<file path="config.mk">
export PLATFORM = sky130hd
export DESIGN_NAME = con_logic_prims
export DESIGN_NICKNAME = d
export VERILOG_FILES = /design/src/rtl/con_logic_prims.sv
export SDC_FILE = /design/constraint.sdc
export NUM_CORES = 1
export LEC_CHECK = 0
export BUFFER_PORTS_ARGS = -buffer_cell sky130_fd_sc_hd__clkbuf_2
export CORE_AREA = 2 2 39 41
export DETAILED_ROUTE_END_ITERATION = 6
export DIE_AREA = 0 0 41 43
export PLACE_DENSITY = 0.68
export SYNTH_ARGS = -nofsm -noshare
export SYNTH_HDL_FRONTEND = slang
export SYNTH_SLANG_ARGS = --single-unit
</file>
<file path="constraint.sdc">
create_clock -name clk -period 1.9 [get_ports clk]
set_input_delay 0.19 -clock clk [delete_from_list [all_inputs] [get_ports clk]]
set_output_delay 0.19 -clock clk [all_outputs]
set_load 0.02 [all_outputs]
</file>
<file path="src/rtl/con_logic_prims.sv">
// con_logic_prims: MECL-style primitives used to build CON control logic.
//   - 4-bit universal shift register (load / shift right / shift left / hold)
//   - 3-to-8 one-hot decoder with enable
//   - MUX_N-to-1 mux with enable (disabled output is 0, so outputs can be OR-tied)
// All vectors are big-endian: index 0 is the MSB.
// Optional build macro USR_CASCADE_EN adds the serial-out taps usr_sout_r and
// usr_sout_l, which are used to chain two shift registers into an 8-bit shifter.
module con_logic_prims #(
    parameter int MUX_N = 8
) (
    input  logic                           clk,
    input  logic                           reset_n,
    input  logic [0:1]                     usr_sel,
    input  logic                           usr_s0,
    input  logic                           usr_s3,
    input  logic [0:3]                     usr_d,
    output logic [0:3]                     usr_q,
`ifdef USR_CASCADE_EN
    output logic                           usr_sout_r,
    output logic                           usr_sout_l,
`endif
    input  logic                           dec_en,
    input  logic [0:2]                     dec_sel,
    output logic [0:7]                     dec_q,
    input  logic                           mux_en,
    input  logic [0:$clog2(MUX_N)-1]       mux_sel,
    input  logic [0:MUX_N-1]               mux_d,
    output logic                           mux_q
);

    localparam int MUX_SW = $clog2(MUX_N);

    localparam logic [0:1] USR_LOAD  = 2'b00;
    localparam logic [0:1] USR_SHR   = 2'b01;
    localparam logic [0:1] USR_SHL   = 2'b10;

    // Shift register: reset dominates, then the mode select picks the next contents.
    always_ff @(posedge clk) begin
        if (!reset_n) begin
            usr_q <= 4'b0000;
        end else begin
            case (usr_sel)
                USR_LOAD: usr_q <= usr_d;
                USR_SHR:  usr_q <= {usr_s0, usr_q[0:2]};
                USR_SHL:  usr_q <= {usr_q[1:3], usr_s3};
                default:  usr_q <= usr_q;
            endcase
        end
    end

`ifdef USR_CASCADE_EN
    // Serial-out taps: the bit that a shift in each direction would push out.
    assign usr_sout_r = usr_q[3];
    assign usr_sout_l = usr_q[0];
`endif

    // Decoder: one-hot on the selected output when enabled, otherwise all zeros.
    always_comb begin
        dec_q = 8'b0000_0000;
        if (dec_en) begin
            dec_q[dec_sel] = 1'b1;
        end
    end

    // Mux: only the selected input reaches the output, gated by the enable.
    always_comb begin
        mux_q = 1'b0;
        if (mux_en) begin
            mux_q = mux_d[mux_sel[0:MUX_SW-1]];
        end
    end

endmodule

</file>
==> flow_metrics.tcl <==
set metrics [dict create \
    end_kind "primary output" \
    syn_area_um2 389 \
    worst_hold_path.num_cells 2 \
    most-common-layout-cells "clkbuf_2 (38), nor2_1 (7), nand2_1 (6)" \
    antenna_found_initial 0 \
    min-delay-start "reset_n" \
    grt_max_degree 9 \
    final_nets 121 \
    drc_errors 0 \
    worstPathArrival_ns 1.16 \
    dieArea_um2 1760 \
    r2r_slack_ns 0.88 \
    rsz0062_at_grt "false" \
    ir_drop_mv 0.177 \
    cpPeakStageDelay_ns 0.55 \
    worstSetupStartpointType "input pin" \
    cts_tree "yes" \
    cts_hold_buf 0 \
    initial_core_util 0.281 \
    reg.largest.list "usr_q: 4 flops" \
    crit_chain "clkbuf_2, mux4_1, nor2_1, a311oi_1, clkbuf_2" \
    worst_slew_pin_slew_ns 0.260 \
    synth_warnings 0 \
    clockBufferDepth 2 \
    ys_seq_elements 4 \
    r2r.worst_path.cells 3 \
    status "finished clean" \
    setup_violations 0 \
    period_share 0.709 \
    swShare 0.316 \
    clock_latency_ns 0.23 \
    crit_type "input pin to primary output" \
    finalHoldViolCount 0 \
    p_leak_nw 0.333 \
    clkTransAtPathRegs_ns 0.04 \
    cp.required_ns 1.71 \
    dr.pass1.iters 4 \
    post-route-util 0.447 \
    largest_reg_flops 4 \
    cts-root-buf "clkbuf_4" \
    async_flop_share 0 \
    drive_gt1_frac 0.467 \
    r2r_start "usr_q[2]" \
    setup-tns-final_ns 0 \
    gp_congestion 0.781 \
    final_max_slew_viol_count 0 \
    cts_max_level 1 \
    ys_types 16 \
    pin_count 39 \
    finClkSkew_ns 0.00338 \
    route.vias.total 506 \
    grt_pass1_wl_um 1680 \
    power_density_nw_per_um2 524 \
    port_buffers 38 \
    antennaDiodeCount 0 \
    overflow 0 \
    switchingPower_mw 0.102 \
    combPwrFrac 0.366 \
    post-route-min-period_ns 1.35 \
    antenna_left 0 \
    drt_iter0_drc 5 \
    ctsResizeCount 0 \
    critical_path.max_fanout 3 \
    min_path_type "input pin to flop" \
    cts_setup_buffers 0 \
    die_w_um 41 \
    core-area_um2 1380 \
    cap_viol_max_count 0 \
    die_h_um 43 \
    clkPwrFrac 0.325 \
    cpMaxStageDelayCell "mux4_1" \
    wirelength_um 1040 \
    hpwl_um 926 \
    clock-sinks 4 \
    fmax_ghz 0.742 \
    synthFlopType "dfxtp_1" \
    whs_endpoint "usr_q[2]" \
    dp.cells 103 \
    instances_no_fill 106 \
    path_buf_inv 2 \
    final_common_cell "clkbuf_2" \
    syn_nets 79 \
    synth.avg_cell_area_um2 7.78 \
    fp-row-count 14 \
    crit_top_cell "clkbuf_2" \
    grt_usage 0.143 \
    top_register "usr_q" \
    wl_per_cell_um 9.78 \
    via_per_inst 4.77 \
    synthCells 50 \
    crit_family "multiplexers" \
    synth-seq-area-share 0.206 \
    synthToLayoutAreaGrowth_pct 58.8 \
    cts_buffers 3 \
    first_global_vias 454 \
    r2r_end "usr_q[3]" \
    synth_edf_count 0 \
    p_seq_frac 0.309 \
    p_int_mw 0.221 \
    slew_headroom 0.826 \
    fillers 154 \
]
[layout make-up]
cell class,count,area (um2),share of cell area
inverters,3,11.3,0.0182
well taps,16,20.0,0.0324
multi-input cells,42,294,0.476
clock buffers,3,22.5,0.0364
flip-flops and latches,4,80.1,0.130
repair buffers,38,190,0.308
[Yosys cell counts, drive strengths merged (2+ instances only)]
cell	number	area share
nand2b	3	0.048
and2	4	0.064
o31ai	5	0.096
a221oi	4	0.090
nor3	2	0.026
dfxtp	4	0.21
nor2	7	0.068
nor2b	4	0.064
ha	3	0.096
nand2	6	0.058
inv	3	0.029
[worst register-to-register path: stages (launching register included)]
cell and delay, ns:
dfxtp_1 0.33, a221oi_1 0.29, o31ai_1 0.11, and2_1 0.17
[routing by layer]
metal / GRT usage / part of all wire
met5: 0 / 0
met2: 0.228 / 0.55
met3: 0 / 0.057
met4: 0.120 / 0
met1: 0.164 / 0.39
[per-stage QoR]
step / power, mW / instance area (um2) / setup WS [ns] / hold WS (ns)
2_1_floorplan: 0.168 / 389 / 0.615 / 0.312
3_3_place_gp: 0.218 / 596 / 0.566 / 0.429
3_5_place_dp: 0.221 / 596 / 0.530 / 0.443
4_1_cts: 0.331 / 618 / 0.542 / 0.194
5_1_grt: 0.347 / 618 / 0.514 / 0.208
6_report: 0.324 / 618 / 0.553 / 0.200
[kinds of logic (layout without fill, tap and decap cells)]
| kind of cell | after synthesis | in the layout | synth area share |
|---|---|---|---|
| and+or+nand+nor | 26 | 26 | 0.328 |
| AOI/OAI and AO/OA | 10 | 10 | 0.209 |
| muxes | 3 | 3 | 0.122 |
| buffers and inverters | 4 | 44 | 0.0386 |
| adders and majority gates | 3 | 3 | 0.0965 |
| DFF | 4 | 4 | 0.206 |
[how the worst max path moves through the flow]
| stage | startpoint | to | slack (ns) | cells past startpoint |
|---|---|---|---|---|
| finish | mux_sel[1] | mux_q | 0.55 | 5 |
| global route | mux_sel[1] | mux_q | 0.51 | 5 |
| CTS | mux_sel[1] | mux_q | 0.54 | 5 |
| detailed placement | usr_sel[1] | usr_q[3] | 0.53 | 6 |
| global placement | mux_sel[1] | mux_q | 0.57 | 5 |
| floorplan | mux_sel[1] | mux_q | 0.61 | 3 |
[power groups by stage]
stage          combinational [mW]  clock (mW)  sequential (mW)
2_1_floorplan              0.0595           0            0.108
3_3_place_gp                0.118           0            0.101
3_5_place_dp                0.120           0            0.101
4_1_cts                     0.120       0.110            0.100
5_1_grt                     0.132       0.114            0.101
6_report                    0.119       0.105            0.100
Power figures use the tool's default switching activity.
